===== src/rtl/bolme_birimi_if.sv =====
`default_nettype none
// ============================================================================
// Module      : bolme_birimi_if
// Description : Request/response bundle between the execute stage and the
//               multi-cycle RV32M divider (bolme_birimi).
//
//   Signals
//     basla_i    1  start request, honoured only while mesgul_o = 0
//     kontrol_i  2  operation: 00 DIV, 01 DIVU, 10 REM, 11 REMU
//     bolunen_i  32 dividend
//     bolen_i    32 divisor
//     iptal_i    1  synchronous flush (mispredict / trap)
//     sonuc_o    32 result, held until the next accepted start
//     gecerli_o  1  one-cycle pulse marking sonuc_o valid
//     mesgul_o   1  operation in progress
//
//   Modports
//     master : execute stage (drives the request, observes the response)
//     slave  : divider       (observes the request, drives the response)
//
// Revision    : 1.0 - initial release
// ============================================================================
interface bolme_birimi_if;

    logic        basla_i;
    logic [1:0]  kontrol_i;
    logic [31:0] bolunen_i;
    logic [31:0] bolen_i;
    logic        iptal_i;
    logic [31:0] sonuc_o;
    logic        gecerli_o;
    logic        mesgul_o;

    modport master (
        output basla_i,
        output kontrol_i,
        output bolunen_i,
        output bolen_i,
        output iptal_i,
        input  sonuc_o,
        input  gecerli_o,
        input  mesgul_o
    );

    modport slave (
        input  basla_i,
        input  kontrol_i,
        input  bolunen_i,
        input  bolen_i,
        input  iptal_i,
        output sonuc_o,
        output gecerli_o,
        output mesgul_o
    );

endinterface : bolme_birimi_if
`default_nettype wire


===== src/rtl/bolme_birimi.sv =====
`default_nettype none
// ============================================================================
// Module      : bolme_birimi
// Description : Multi-cycle 32-bit integer divider for RV32M DIV/DIVU/REM/REMU.
//               Radix-2 restoring division on operand magnitudes followed by a
//               sign fix-up step. Division by zero and the signed overflow
//               case (0x80000000 / -1) fall out of the datapath naturally and
//               give the RISC-V mandated results.
//
//   Ports
//     clk_i  in  1   clock, rising edge
//     rst_i  in  1   asynchronous, active-high reset
//     bus    slave   bolme_birimi_if (basla_i, kontrol_i, bolunen_i, bolen_i,
//                    iptal_i -> sonuc_o, gecerli_o, mesgul_o)
//
//   Latency
//     Acceptance at edge k, result registered at edge k+33, gecerli_o high
//     for the cycle that follows. mesgul_o and gecerli_o are registered and
//     never high together.
//
//   Optional feature (macro BOLME_KISAYOL_EN)
//     When defined, a zero divisor or the signed overflow pair is detected
//     at acceptance and the iteration phase is skipped: the result is
//     registered at edge k+1. Results are identical either way.
//
// Revision    : 1.0 - initial release
// ============================================================================
module bolme_birimi (
    input  logic          clk_i,
    input  logic          rst_i,
    bolme_birimi_if.slave bus
);

    // ------------------------------------------------------------------------
    // Constants
    // ------------------------------------------------------------------------
    localparam logic [5:0]  c_SAYAC_YUK = 6'd32;        // iterations per op
    localparam logic [31:0] c_TUM_BIR   = 32'hFFFF_FFFF;

    // State encoding (state 2'd3 is unreachable and recovers to BOS)
    typedef enum logic [1:0] {
        BOS     = 2'd0,   // idle, waiting for a start
        HESAPLA = 2'd1,   // one restoring iteration per cycle
        DUZELT  = 2'd2    // sign fix-up and result select
    } durum_t;

    // ------------------------------------------------------------------------
    // State and datapath registers
    // ------------------------------------------------------------------------
    durum_t      r_durum;
    logic [5:0]  r_sayac;          // remaining iterations
    logic [31:0] r_kalan;          // partial remainder
    logic [31:0] r_bolum;          // dividend shifting out / quotient in
    logic [31:0] r_bolen;          // divisor magnitude
    logic        r_isaretli;       // latched: signed operation
    logic        r_kalan_sec;      // latched: REM/REMU selects remainder
    logic        r_bolunen_neg;    // dividend was negative (signed ops only)
    logic        r_bolen_neg;      // divisor was negative (signed ops only)

    // Registered outputs
    logic [31:0] r_sonuc;
    logic        r_gecerli;
    logic        r_mesgul;

    // ------------------------------------------------------------------------
    // Acceptance-side combinational logic
    // ------------------------------------------------------------------------
    logic        w_isaretli;
    logic        w_bolunen_neg;
    logic        w_bolen_neg;
    logic [31:0] w_bolunen_mut;
    logic [31:0] w_bolen_mut;
    logic        w_kabul;
    logic        w_kisayol;

    // kontrol_i[0] = 0 marks the signed flavours (DIV, REM)
    assign w_isaretli    = ~bus.kontrol_i[0];
    assign w_bolunen_neg = w_isaretli & bus.bolunen_i[31];
    assign w_bolen_neg   = w_isaretli & bus.bolen_i[31];

    // Magnitudes. 0x80000000 negates to itself, which read as unsigned is
    // exactly its magnitude, so no extra bit is needed.
    assign w_bolunen_mut = w_bolunen_neg ? (32'd0 - bus.bolunen_i) : bus.bolunen_i;
    assign w_bolen_mut   = w_bolen_neg   ? (32'd0 - bus.bolen_i)   : bus.bolen_i;

    // A start is taken only from idle; mesgul_o is high in every other state
    assign w_kabul = bus.basla_i & (r_durum == BOS);

`ifdef BOLME_KISAYOL_EN
    logic w_sifir_bolen;
    logic w_tasma;

    assign w_sifir_bolen = (bus.bolen_i == 32'd0);
    assign w_tasma       = w_isaretli
                         & (bus.bolunen_i == 32'h8000_0000)
                         & (bus.bolen_i   == c_TUM_BIR);
    assign w_kisayol     = w_sifir_bolen | w_tasma;
`else
    assign w_kisayol     = 1'b0;
`endif

    // ------------------------------------------------------------------------
    // Iteration datapath
    // ------------------------------------------------------------------------
    // {remainder, quotient} shifted left by one: the dividend MSB still held
    // in r_bolum[31] enters the remainder. The trial subtraction is 33 bits
    // wide because the shifted remainder can reach 2*divisor - 1.
    logic [32:0] w_kaydir;
    logic [32:0] w_fark;
    logic        w_fark_neg;

    assign w_kaydir   = {r_kalan, r_bolum[31]};
    assign w_fark     = w_kaydir - {1'b0, r_bolen};
    assign w_fark_neg = w_fark[32];

    // ------------------------------------------------------------------------
    // Fix-up datapath
    // ------------------------------------------------------------------------
    // The quotient keeps its all-ones pattern on a zero divisor, so the sign
    // flip is suppressed there. The remainder follows the dividend sign;
    // on a zero divisor it is |dividend| and flipping restores the dividend.
    logic        w_bolum_cevir;
    logic        w_kalan_cevir;
    logic [31:0] w_bolum_son;
    logic [31:0] w_kalan_son;

    assign w_bolum_cevir = r_isaretli
                         & (r_bolunen_neg ^ r_bolen_neg)
                         & (r_bolen != 32'd0);
    assign w_kalan_cevir = r_isaretli & r_bolunen_neg;
    assign w_bolum_son   = w_bolum_cevir ? (32'd0 - r_bolum) : r_bolum;
    assign w_kalan_son   = w_kalan_cevir ? (32'd0 - r_kalan) : r_kalan;

    // ------------------------------------------------------------------------
    // Control FSM with registered outputs
    // ------------------------------------------------------------------------
    always_ff @(posedge clk_i or posedge rst_i) begin
        if (rst_i) begin
            r_durum       <= BOS;
            r_sayac       <= 6'd0;
            r_kalan       <= 32'd0;
            r_bolum       <= 32'd0;
            r_bolen       <= 32'd0;
            r_isaretli    <= 1'b0;
            r_kalan_sec   <= 1'b0;
            r_bolunen_neg <= 1'b0;
            r_bolen_neg   <= 1'b0;
            r_sonuc       <= 32'd0;
            r_gecerli     <= 1'b0;
            r_mesgul      <= 1'b0;
        end else begin
            // The valid flag is a single-cycle pulse
            r_gecerli <= 1'b0;

            if (bus.iptal_i) begin
                // Flush wins over everything, including a simultaneous start.
                // The previous result stays visible on sonuc_o.
                r_durum  <= BOS;
                r_sayac  <= 6'd0;
                r_mesgul <= 1'b0;
            end else begin
                case (r_durum)
                    BOS: begin
                        if (w_kabul) begin
                            r_isaretli    <= w_isaretli;
                            r_kalan_sec   <= bus.kontrol_i[1];
                            r_bolunen_neg <= w_bolunen_neg;
                            r_bolen_neg   <= w_bolen_neg;
                            r_bolen       <= w_bolen_mut;
                            r_mesgul      <= 1'b1;
                            if (w_kisayol) begin
                                // Preload what the iterations would have left
                                // behind and go straight to the fix-up:
                                //   x/0      -> quotient all ones, rem |x|
                                //   MIN/-1   -> quotient 0x80000000, rem 0
                                // Both operands are negative in the overflow
                                // case, so the fix-up leaves the quotient as is.
                                if (bus.bolen_i == 32'd0) begin
                                    r_bolum <= c_TUM_BIR;
                                    r_kalan <= w_bolunen_mut;
                                end else begin
                                    r_bolum <= 32'h8000_0000;
                                    r_kalan <= 32'd0;
                                end
                                r_sayac <= 6'd0;
                                r_durum <= DUZELT;
                            end else begin
                                r_bolum <= w_bolunen_mut;
                                r_kalan <= 32'd0;
                                r_sayac <= c_SAYAC_YUK;
                                r_durum <= HESAPLA;
                            end
                        end
                    end

                    HESAPLA: begin
                        if (!w_fark_neg) begin
                            r_kalan <= w_fark[31:0];
                            r_bolum <= {r_bolum[30:0], 1'b1};
                        end else begin
                            r_kalan <= w_kaydir[31:0];
                            r_bolum <= {r_bolum[30:0], 1'b0};
                        end
                        r_sayac <= r_sayac - 6'd1;
                        // Counter reaching zero on this edge ends iterating
                        if (r_sayac == 6'd1) begin
                            r_durum <= DUZELT;
                        end
                    end

                    DUZELT: begin
                        r_sonuc   <= r_kalan_sec ? w_kalan_son : w_bolum_son;
                        r_gecerli <= 1'b1;
                        r_mesgul  <= 1'b0;
                        r_durum   <= BOS;
                    end

                    default: begin
                        r_durum  <= BOS;
                        r_mesgul <= 1'b0;
                    end
                endcase
            end
        end
    end

    // ------------------------------------------------------------------------
    // Outputs
    // ------------------------------------------------------------------------
    assign bus.sonuc_o   = r_sonuc;
    assign bus.gecerli_o = r_gecerli;
    assign bus.mesgul_o  = r_mesgul;

endmodule : bolme_birimi
`default_nettype wire


===== src/flat_wrapper.sv =====
// flat-port wrapper written by rule: the top's interface ports become plain ports
module bolme_birimi_flat 
  (clk_i, rst_i, bus_basla_i, bus_kontrol_i, bus_bolunen_i, bus_bolen_i, bus_iptal_i, bus_sonuc_o, bus_gecerli_o, bus_mesgul_o);
  bolme_birimi_if bus_i ();
  input  logic clk_i;
  input  logic rst_i;
  input wire logic [$bits(bus_i.basla_i)-1:0] bus_basla_i;
  input wire logic [$bits(bus_i.kontrol_i)-1:0] bus_kontrol_i;
  input wire logic [$bits(bus_i.bolunen_i)-1:0] bus_bolunen_i;
  input wire logic [$bits(bus_i.bolen_i)-1:0] bus_bolen_i;
  input wire logic [$bits(bus_i.iptal_i)-1:0] bus_iptal_i;
  output wire logic [$bits(bus_i.sonuc_o)-1:0] bus_sonuc_o;
  output wire logic [$bits(bus_i.gecerli_o)-1:0] bus_gecerli_o;
  output wire logic [$bits(bus_i.mesgul_o)-1:0] bus_mesgul_o;
  assign bus_i.basla_i = bus_basla_i;
  assign bus_i.kontrol_i = bus_kontrol_i;
  assign bus_i.bolunen_i = bus_bolunen_i;
  assign bus_i.bolen_i = bus_bolen_i;
  assign bus_i.iptal_i = bus_iptal_i;
  assign bus_sonuc_o = bus_i.sonuc_o;
  assign bus_gecerli_o = bus_i.gecerli_o;
  assign bus_mesgul_o = bus_i.mesgul_o;
  bolme_birimi u_core (.clk_i(clk_i), .rst_i(rst_i), .bus(bus_i));
endmodule

===== config.mk =====
export PLATFORM = sky130hd
export DESIGN_NAME = bolme_birimi_flat
export DESIGN_NICKNAME = d
export VERILOG_FILES = /design/src/rtl/bolme_birimi_if.sv /design/src/rtl/bolme_birimi.sv /design/src/flat_wrapper.sv
export SDC_FILE = /design/constraint.sdc
export NUM_CORES = 1
export LEC_CHECK = 0
export ABC_AREA = 1
export ABC_CLOCK_PERIOD_IN_PS = 7900
export CORE_UTILIZATION = 60
export DETAILED_ROUTE_END_ITERATION = 8
export PLACE_DENSITY = 0.88
export SYNTH_ARGS = -nofsm -noshare
export SYNTH_HDL_FRONTEND = slang
export SYNTH_SLANG_ARGS = --single-unit

===== constraint.sdc =====
create_clock -name clk_i -period 7.9 [get_ports clk_i]
set_input_delay 2.37 -clock clk_i [delete_from_list [all_inputs] [get_ports clk_i]]
set_output_delay 2.37 -clock clk_i [all_outputs]
set_load 0.01 [all_outputs]

# Word-level counts from Yosys, hierarchy flattened
# Index checks and enable logic that the tools add are counted.
# Widths: inputs -> output; s select.
word_totals:
  mem_bits_ro: 0
  latch_bits: 0
  ram_bits: 0
  regBits: 142
  mem_count: 0
  out_inout_bits: 34
  input_bits: 70
op_classes:
  n_addsub: 6
  eq_ne: 7
  reduce_logical: 10
  shift: 0
  order_cmp: 0
  multipliers: 0
  div_mod_pow: 0
  bitwise: 9
  muxes: 23
op_table:
  columns: ["cell", "count"]
  rows:
  - ["$mux 32", 8]
  - ["$pmux 32 s2", 2]
  - ["$sub 1x32->32 const A", 4]
  - ["$sub 33x32->33", 1]
  - ["$reduce_bool 32->1", 1]
  - ["$mux 6", 2]
  - ["$pmux 6 s2", 1]
  - ["$reduce_and 2->1", 4]
  - ["$and 1x1->1", 6]
  - ["$eq 6x1->1 const B", 1]
  - ["$mux 2", 3]
  - ["$ne 3x2->1 const B", 2]
  - ["$reduce_and 3->1", 2]
  - ["$sub 6x1->6 const B", 1]
  - ["$mux 1", 5]
  - ["$pmux 2 s2", 1]
  - ["$reduce_bool 3->1", 1]
  - ["$eq 2x1->1 const B", 1]
  - ["$eq 2x2->1 const B", 1]
  - ["$logic_not 2->1", 1]
  - ["$ne 2x1->1 const B", 1]
  - ["$ne 2x2->1 const B", 1]
  - ["$not 1->1", 2]
  - ["$pmux 1 s2", 1]
  - ["2 further kinds", 2]

# Longest topological paths before layout
# Gate-level depths: netlist of the first run.
depth:
  word_depth: 5
  depth_mapped: 18
  ltp_nobuf: 17

# Worst setup path after synthesis of the first run
# Ideal clock, no wire load.
synth_path:
  path_type: "input -> register"
  startpoint: "in bus_bolunen_i[0]"
  endpoint: "reg u_core.r_bolum[16]"
  t_arrival_ps: 3644
  setup_slack_ps: 4191
  path_buffers: 0
  stages: 11
  cell_sequence: "inv_1 > ha_1 > nand4_1 > nor2_1 > nand3_1 > nand2_1 > o21ai_0 > or2_0 > nand3_1 > nand2_1 > nand2_1"
synth_between:
  elab_chain_cells: 4
synth_rtl:
  columns: ["element", "line", "source"]
  rows:
  - ["from (decl)", "flat_wrapper.sv:9", "input wire logic [$bits(bus_i.bolunen_i)-1:0] bus_bolunen_i;"]
  - ["$sub 1x32->32", "bolme_birimi.sv:83", "assign w_bolunen_mut = w_bolunen_neg ? (32'd0 - bus.bolunen_i) : bus.bolunen_i;"]
  - ["$mux 32", "bolme_birimi.sv:83", null]
  - ["$mux 32", "bolme_birimi.sv:164", "if (w_kabul) begin"]
  - ["$pmux 32 s2", "bolme_birimi.sv:162", "case (r_durum)"]
  - ["to (signal assigned)", "bolme_birimi.sv:179", "r_bolum <= c_TUM_BIR;"]
  - ["to (signal assigned)", "bolme_birimi.sv:188", "r_bolum <= w_bolunen_mut;"]
  - ["to (signal assigned)", "bolme_birimi.sv:199", "r_bolum <= {r_bolum[30:0], 1'b1};"]
  - ["to (decl)", "bolme_birimi.sv:53", "logic [31:0] r_bolum;"]
# Every way passes these cells. The select of a mux whose other input is x is not followed.
# A chain may end at the register's enable or synchronous reset.

# Worst setup path after layout of the first run
layout_path:
  startpoint: "in bus_iptal_i"
  endpoint: "reg u_core.r_bolum[0]"
layout_between:
  elab_chain_cells: 2
layout_rtl:
  columns: ["element", "line", "source"]
  rows:
  - ["from (decl)", "flat_wrapper.sv:11", "input wire logic [$bits(bus_i.iptal_i)-1:0] bus_iptal_i;"]
  - ["$not 1->1 (no source line)", null, null]
  - ["$reduce_and 3->1 (no source line)", null, null]
# Every way passes these cells.

==> metrics.md, run 1 <==
| Metric | Value |
|---|---|
| Pins Over Slew Limit | `0` |
| Die Y | `149 um` |
| CTS max path bufs | `2` |
| Delay-heaviest family, CP | `buffers and inverters` |
| Fmax | `232 MHz` |
| Crit Path Max Fanout | `45` |
| Most frequent cells in the layout | `743 x nand2_1, 301 x inv_1, 215 x nand3_1` |
| CP Data Required Time | `8280 ps` |
| Root Driver | `clkbuf_16` |
| Total global routing overflow | `0` |
| Slowest-stage cell, CP | `clkinv_1` |
| GRT Util Overall | `38.9%` |
| Synth Instances | `2171` |
| Post-CTS Setup Bufs | `0` |
| Min Tclk post-route | `4300 ps` |
| Critical Path End Type | `flip-flop` |
| DR WL/cell | `16.7 um` |
| Worst min-delay path category | `reg2reg` |
| Reg area | `3550 um^2` |
| Worst Tran Pin Value | `1060 ps` |
| First-pass GRT wire length | `67200 um` |
| Max VDD drop | `0.167 mV` |
| Layout area overhead | `13.9%` |
| Pleak | `7.87 nW` |
| Post-Place Setup Slack | `3140 ps` |
| Mapped Avg Cell Area | `5.97 um^2` |
| Ports | `104` |
| Pwr per Cell Area | `334 nW/um^2` |
| Area leader, netlist | `dfrtp_1` |
| Synth top area share | `27.4%` |
| RSZ-0062 raised after global routing | `false` |
| Hold_sp | `u_core.r_bolen[20]` |
| Crit-path most repeated cell | `nand2_1` |
| Hold endpoint | `u_core.r_bolen[20]` |
| Vias | `14500` |
| Setup CP Type | `in2reg` |
| Critical path depth in cells | `8` |
| Diodes inserted | `0` |
| Fin Setup TNS | `0 ps` |
| Buf+Inv Stages, Crit Path | `3` |
| Final wirelength | `42200 um` |
| Vias/cell | `5.74` |
| Final worst slack | `3600 ps` |
| Post-CTS sizing | `0` |
| HPWL after DPL | `32600 um` |
| GP Congestion | `0.977` |
| Port bufs | `103` |
| First DRT Iteration DRCs | `1535` |
| Hold_buf cts | `0` |
| Fraction of layout cells with a size suffix above 1 | `5.41%` |
| Total power | `4.92 mW` |
| Core area | `21100 um^2` |
| Vias in the first global route | `13400` |
| ANT nets after route | `0` |
| Hold path depth | `2` |
| Die width | `149 um` |
| Critical Path AT | `4690 ps` |
| Final Skew | `13.9 ps` |
| Seq/Total Area, Yosys | `27.4%` |
| Most common cell after layout, fill and taps aside | `nand2_1` |
| Clock latency on the worst-skew pair | `450 ps` |
| Sink Count | `142` |
| Startpoint types | `primary input` |
| Post-Syn Nets | `2280` |
| Initial Util | `61.4%` |
| H-tree depth reported by CTS | `4` |
| Cell variety after synth | `48` |
| Warnings, synthesis | `0` |
| DRC | `0` |
| Pin count of the biggest net entering global routing | `101` |
| Iteration count of the initial detailed-routing pass | `9` |
| CTS Buf Count | `17` |
| Area occupied by multi-input gates | `7970 um^2` |
| Crit-path cells | `clkdlybuf4s50_1 -> inv_1 -> nand2_1 -> nor2_2 -> clkinv_1 -> o21ai_0 -> o21ai_1 -> nand2_1` |
| Initial antenna violation count | `0` |
| Worst-path clk slew | `80 ps` |
| Syn Std Cell Area | `13000 um^2` |
| Worst reg2reg path depth | `10` |
| Fill cell count | `1929` |
| Final setup viols | `0` |
| Total Nets Final | `2352` |
| Synthesized flop and latch total | `142` |
| Status | `completed` |
| CP max stage delay | `790 ps` |
| Worst rel slew slack | `28.9%` |
| Final Hold Fails | `0` |
| Tcrit/Tclk final | `54.5%` |
| Reg-to-reg endpoint | `u_core.bus.sonuc_o[28]` |
| Worst R2R Setup Slack | `5080 ps` |
| CTS tree | `built` |
| R2R Path Start | `u_core.r_bolunen_neg` |
| Rows | `53` |
| MaxCap Viol Count | `0` |
| Largest cells by area after synthesis | `dfrtp_1 27%, nand2_1 22%, inv_1 8.8%` |
| Die area | `22200 um^2` |
-- flip-flops by register name, indices dropped and copies added (netlist names) --
register              cells
u_core.r_bolen           32
u_core.bus.sonuc_o       32
u_core.bus.mesgul_o       1
u_core.r_durum            2
u_core.r_isaretli         1
u_core.r_bolen_neg        1
u_core.r_bolunen_neg      1
u_core.r_kalan           32
u_core.r_sayac            6
u_core.r_bolum           32
u_core.bus.gecerli_o      1
u_core.r_kalan_sec        1
-- per-layer routing --
layer	wire length, um	track usage, %	up-vias
li1	-	-	7027
met1	17800	52.4	6620
met2	19000	62.1	745
met3	3350	5.17	140
met4	1990	17.6	0
met5	0	0	-
-- tightest hold or removal path, stage by stage, from the launching register on --
cell     delay (ps)
dfrtp_1         350
nand2_1          50
o21ai_0          60
-- report_power, final --
part           leakage [nW]  total, mW  switching (mW)  internal, mW
sequential             1.82       1.20           0.247         0.954
clock                 0.296      0.830           0.399         0.431
combinational          5.76       2.89            1.97         0.917
-- cells in the mapped netlist, drive strengths merged --
cell type	count
nand2	775
inv	312
nand3	216
nor2	206
o21ai	150
dfrtp	142
a21oi	83
clkbuf	41
ha	38
xor2	36
nand4	34
nor3	21
or2	20
buf	18
a21boi	15
xnor2	15
o211ai	14
nand3b	8
o21bai	5
a31oi	3
and2	3
nor3b	3
clkinv	2
o22ai	2
o31ai	2
a21o	1
a22oi	1
a31o	1
fa	1
nor4	1
o21a	1
o221ai	1
-- per-stage QoR --
stage	util, %	hold slack [ps]	instance area [um^2]	instances
CTS	70.0	493	14800	2531
global route	70.0	525	14800	2531
finish	70.0	493	14800	2531
floorplan	-	449	13000	2171
global placement	67.1	465	14100	2499
detailed placement	67.1	474	14100	2499
-- worst max-delay path by stage --
stage                     start                   end  slack (ps)
floorplan                 rst_i  u_core.bus.gecerli_o        1720
global placement    bus_iptal_i     u_core.r_bolum[0]        3290
detailed placement  bus_iptal_i     u_core.r_bolum[0]        3140
CTS                 bus_iptal_i     u_core.r_bolum[0]        3560
global route        bus_iptal_i     u_core.r_bolum[0]        3240
finish              bus_iptal_i     u_core.r_bolum[0]        3600
-- kinds of logic (layout without fill, tap and decap cells) --
group / Yosys count / in the layout / share of synthesized area, %
XOR/XNOR: 51 / 51 / 3.45
flip-flops: 142 / 142 / 27.4
AND/OR/NAND/NOR: 1287 / 1287 / 42.3
AO/OA/AOI/OAI: 279 / 279 / 11.8
adder cells (fa/ha/maj): 39 / 39 / 3.83
buffers and inverters: 373 / 458 / 11.2
-- cell type report --
class,count,area share (%)
clock buffers,17,2.88
clock inverters,15,1.21
inverters,314,8.02
multi-input cells,1656,54.0
flip-flops and latches,142,24.1
well taps,275,2.33
repair buffers,112,7.45
Power figures use the tool's default switching activity.
==> run 2: changes to the inputs <==
- ABC_CLOCK_PERIOD_IN_PS: 7900 -> 4310
- clock period: 7.9 -> 4.31 ns (I/O delays scaled with it)
==> run 2 against run 1 <==
Wire length increased by 2.3%. Largest cell class unchanged. Clock skew increased by 6.1 ps. Largest power group unchanged. Sequential cell count unchanged. Highest routed layer unchanged.
==> metrics.md, run 2 (same netlist as run 1, synthesis figures left out) <==
| Metric | Value |
|---|---|
| Worst min-delay path category | `reg2reg` |
| Post-CTS sizing | `0` |
| Fill cell count | `1933` |
| Tcrit/Tclk final | `70.1%` |
| Diodes inserted | `0` |
| Max VDD drop | `0.295 mV` |
| Fraction of layout cells with a size suffix above 1 | `5.74%` |
| RSZ-0062 raised after global routing | `false` |
| Layout area overhead | `14.6%` |
| Pwr per Cell Area | `617 nW/um^2` |
| Fin Setup TNS | `0 ps` |
| Worst Tran Pin Value | `987 ps` |
| Worst rel slew slack | `34.1%` |
| Final Hold Fails | `0` |
| CTS Buf Count | `17` |
| Die width | `149 um` |
| CP Data Required Time | `4700 ps` |
| Fmax | `331 MHz` |
| Initial antenna violation count | `0` |
| Hold_buf cts | `0` |
| Final wirelength | `43200 um` |
| Pins Over Slew Limit | `0` |
| Ports | `104` |
| Post-Place Setup Slack | `874 ps` |
| Core area | `21100 um^2` |
| GRT Util Overall | `39.9%` |
| Final setup viols | `0` |
| Worst R2R Setup Slack | `1450 ps` |
| Root Driver | `clkbuf_16` |
| Initial Util | `61.4%` |
| Port bufs | `103` |
| Most common cell after layout, fill and taps aside | `nand2_1` |
| Sink Count | `142` |
| Setup CP Type | `in2reg` |
| Die Y | `149 um` |
| DR WL/cell | `17.0 um` |
| Pleak | `7.92 nW` |
| Crit Path Max Fanout | `5` |
| Clock latency on the worst-skew pair | `450 ps` |
| ANT nets after route | `0` |
| WHS | `488 ps` |
| Vias | `14600` |
| CTS tree | `built` |
| Most frequent cells in the layout | `743 x nand2_1, 301 x inv_1, 215 x nand3_1` |
| First DRT Iteration DRCs | `1634` |
| Iteration count of the initial detailed-routing pass | `8` |
| DRC | `0` |
| GP Congestion | `0.951` |
| First-pass GRT wire length | `68700 um` |
| Final Skew | `20.0 ps` |
| Min Tclk post-route | `3020 ps` |
| Total global routing overflow | `0` |
| Critical Path End Type | `flip-flop` |
| Worst-path clk slew | `70 ps` |
| Status | `completed` |
| MaxCap Viol Count | `0` |
| Total Nets Final | `2360` |
| Startpoint types | `primary input` |
| Vias/cell | `5.76` |
| CTS max path bufs | `2` |
| Critical Path AT | `3410 ps` |
| Vias in the first global route | `13400` |
| Rows | `53` |
| Post-CTS Setup Bufs | `0` |
| Die area | `22200 um^2` |
| Pin count of the biggest net entering global routing | `143` |
| HPWL after DPL | `32900 um` |
| Final worst slack | `1290 ps` |
| H-tree depth reported by CTS | `4` |
## run 2: path summary, 6_finish.rpt
path / endpoint / cells after the start / start
hold / removal: u_core.r_bolen[14] / 2 / u_core.r_bolen[14]
setup reg to reg: u_core.r_kalan[13] / 12 / u_core.r_bolen[4]
max in group asynchronous: u_core.r_sayac[1] / 3 / rst_i
min in group asynchronous: u_core.bus.sonuc_o[5] / 3 / rst_i
setup / recovery: u_core.r_bolum[16] / 12 / bus_bolunen_i[0]
hold reg to reg: u_core.r_bolen[14] / 2 / u_core.r_bolen[14]
## run 2: per-layer routing
metal / global-route usage (%) / share of wire [%]
met2: 62.9 / 45
met3: 7.86 / 8.3
met1: 53.1 / 43
met5: 0 / 0
met4: 17.5 / 4.2
## run 2: critical path, cell delays in order
cell and delay [ps]:
clkdlybuf4s50_1 390, inv_1 190, ha_1 240, nand4_1 140
nor2_1 220, nand3_1 220, nand2_1 190, o21ai_0 120
or2_0 220, nand3_1 70, nand2_1 60, nand2_1 50
## run 2: area by class of cell
type / count / area, um^2 / area share (%)
tap: 275 / 344 / 2.32
clock inverter: 15 / 194 / 1.31
timing repair buffer: 120 / 1170 / 7.89
clock buffer: 17 / 425 / 2.87
inverter: 314 / 1180 / 7.97
multi-input combinational: 1656 / 7970 / 53.7
sequential: 142 / 3550 / 23.9
## run 2: stage by stage
step           cells  instance area, um^2  power (mW)  utilization, %
3_5_place_dp    2507                14200        7.37            67.4
2_1_floorplan   2171                13000        5.76               -
5_1_grt         2539                14800        9.81            70.4
6_report        2539                14800        9.16            70.4
3_3_place_gp    2507                14200        7.26            67.4
4_1_cts         2539                14800        8.95            70.4
## run 2: report_power, final
part | leakage [nW] | internal, mW | switching (mW)
Sequential | 1.82 | 1.75 | 0.464
Clock | 0.300 | 0.792 | 0.739
Combinational | 5.80 | 1.70 | 3.72
==> run 3: changes to the inputs <==
- ABC_CLOCK_PERIOD_IN_PS: 4310 -> 3000
- clock period: 4.31 -> 3 ns (I/O delays scaled with it)
==> run 3 against run 2 <==
Sequential share of layout area shrank 0.15 points. Global-route usage shrank 1.0 points. Wire length shrank 1.3%. Sequential cell count is the same. Die area is the same. Combinational power grew 42%. First-iteration DRC count shrank 5.0%. Critical path type is now reg2reg. Critical endpoint is now u_core.r_kalan[31].
==> metrics.md, run 3 (same netlist as run 1, synthesis figures left out) <==
| Metric | Value |
|---|---|
| R2R Path Start | `u_core.r_bolum[31]` |
| First DRT Iteration DRCs | `1553` |
| Hold path depth | `2` |
| Post-route cell area | `14900 um^2` |
| Crit-path most repeated cell | `nand2_1` |
| Ports | `104` |
| Delay-heaviest family, CP | `simple AND/OR/NAND/NOR gates` |
| Utilization after layout | `70.8%` |
| Port bufs | `103` |
| DRC | `0` |
| Worst R2R Setup Slack | `220 ps` |
| Initial Util | `61.4%` |
| Setup CP Type | `reg2reg` |
| Vias | `14500` |
| Clock latency on the worst-skew pair | `440 ps` |
| Fraction of layout cells with a size suffix above 1 | `6.24%` |
| Worst-path clk slew | `70 ps` |
| DR WL/cell | `16.7 um` |
| ANT nets after route | `0` |
| Most common cell after layout, fill and taps aside | `nand2_1` |
| CTS tree | `built` |
| Crit-path cells | `inv_1 -> ha_1 -> fa_1 -> inv_1 -> nand2_1 -> nand2_1 -> nand3_1 -> nand2_2 -> nand2_2 -> nand2_4 -> nand2_4 -> nand2_4 -> nand2_8 -> nand2_8 -> nand2_1 -> nand3_1 -> nand2_1` |
| Root Driver | `clkbuf_16` |
| Iteration count of the initial detailed-routing pass | `8` |
| GRT Util Overall | `38.9%` |
| Pins Over Slew Limit | `0` |
| Initial antenna violation count | `1` |
| Diodes inserted | `0` |
| Core area | `21100 um^2` |
| CP Data Required Time | `3320 ps` |
| Die width | `149 um` |
| Hold_buf cts | `0` |
| Fin Setup TNS | `0 ps` |
| H-tree depth reported by CTS | `4` |
| CTS Buf Count | `17` |
| Rows | `53` |
| Status | `completed` |
| Fill cell count | `1878` |
| Total power | `12.9 mW` |
| Tcrit/Tclk final | `92.8%` |
| First-pass GRT wire length | `66900 um` |
| Max VDD drop | `0.400 mV` |
| Hold endpoint | `u_core.bus.sonuc_o[30]` |
| Final worst slack | `217 ps` |
| Post-Place Setup Slack | `34.7 ps` |
| Total global routing overflow | `0` |
| Slowest-stage cell, CP | `dfrtp_1` |
| Vias/cell | `5.67` |
| Pleak | `7.97 nW` |
| Reg-to-reg endpoint | `u_core.r_kalan[31]` |
| Worst min-delay path category | `reg2reg` |
| Post-CTS sizing | `0` |
| Crit Path Max Fanout | `28` |
| CP max stage delay | `450 ps` |
| Final wirelength | `42600 um` |
| Final Hold Fails | `0` |
| Worst Tran Pin Value | `613 ps` |
| Pwr per Cell Area | `865 nW/um^2` |
| HPWL after DPL | `33600 um` |
| Vias in the first global route | `13300` |
| Total Nets Final | `2373` |
| Final Skew | `14.5 ps` |
| Placed Area | `14400 um^2` |
| MaxCap Viol Count | `0` |
| Die Y | `149 um` |
| Die area | `22200 um^2` |
| RSZ-0062 raised after global routing | `false` |
| CTS max path bufs | `2` |
| Buf+Inv Stages, Crit Path | `2` |
| Min Tclk post-route | `2780 ps` |
| Hold_sp | `u_core.bus.sonuc_o[30]` |
| Layout area overhead | `15.3%` |
| Critical Path AT | `3100 ps` |
| Post-CTS Setup Bufs | `0` |
| Fmax | `359 MHz` |
| Final setup viols | `0` |
| GP Congestion | `0.974` |
| Worst reg2reg path depth | `17` |
| Most frequent cells in the layout | `743 x nand2_1, 301 x inv_1, 215 x nand3_1` |
| Worst rel slew slack | `58.9%` |
| Startpoint types | `flip-flop` |
| Critical Path End Type | `flip-flop` |
| Sink Count | `142` |
| Pin count of the biggest net entering global routing | `81` |
[run 3: layer usage]
metal  global-route usage, %  share of wire [%]  up-vias
li1                        -                  -     7066
met5                       0              0.031        -
met2                    61.3                 46      690
met4                    18.7                4.6        2
met1                    50.4                 41     6586
met3                    8.59                8.9      127
[run 3: report_power, final]
part	switching, mW	internal [mW]	leakage, nW
combinational	5.20	2.47	5.88
sequential	0.654	2.51	1.82
clock	0.971	1.10	0.273
total	6.83	6.09	7.97
[run 3: per-stage QoR]
step	hold WS, ps	cells
after floorplan	449	2171
after global placement	465	2520
after detailed placement	469	2520
after CTS	487	2552
after global routing	507	2552
final	486	2552
[run 3: area by class of cell]
class | count | area [um^2] | area share (%)
Sequential cell | 142 | 3550 | 23.8
Clock inverter | 15 | 144 | 0.964
Inverter | 314 | 1180 | 7.92
Multi-Input combinational cell | 1656 | 7970 | 53.3
Timing Repair Buffer | 133 | 1320 | 8.83
Tap cell | 275 | 344 | 2.30
Clock buffer | 17 | 425 | 2.85
[run 3: worst min-delay path: stages, from the launching register on]
cell and delay, ps:
dfrtp_1 350, nand2_1 50, nand2_1 50
[run 3: worst max-delay path by stage]
| stage | startpoint | to | slack (ps) | cells past startpoint |
|---|---|---|---|---|
| after floorplan | rst_i | u_core.bus.gecerli_o | 320 | 1 |
| after global routing | u_core.r_bolum[31] | u_core.r_kalan[24] | 30 | 17 |
| after global placement | bus_bolunen_i[0] | u_core.r_bolum[16] | 120 | 12 |
| after detailed placement | bus_bolunen_i[0] | u_core.r_bolum[26] | 30 | 12 |
| final | u_core.r_bolum[31] | u_core.r_kalan[31] | 220 | 17 |
| after CTS | u_core.r_bolum[31] | u_core.r_kalan[31] | 270 | 17 |
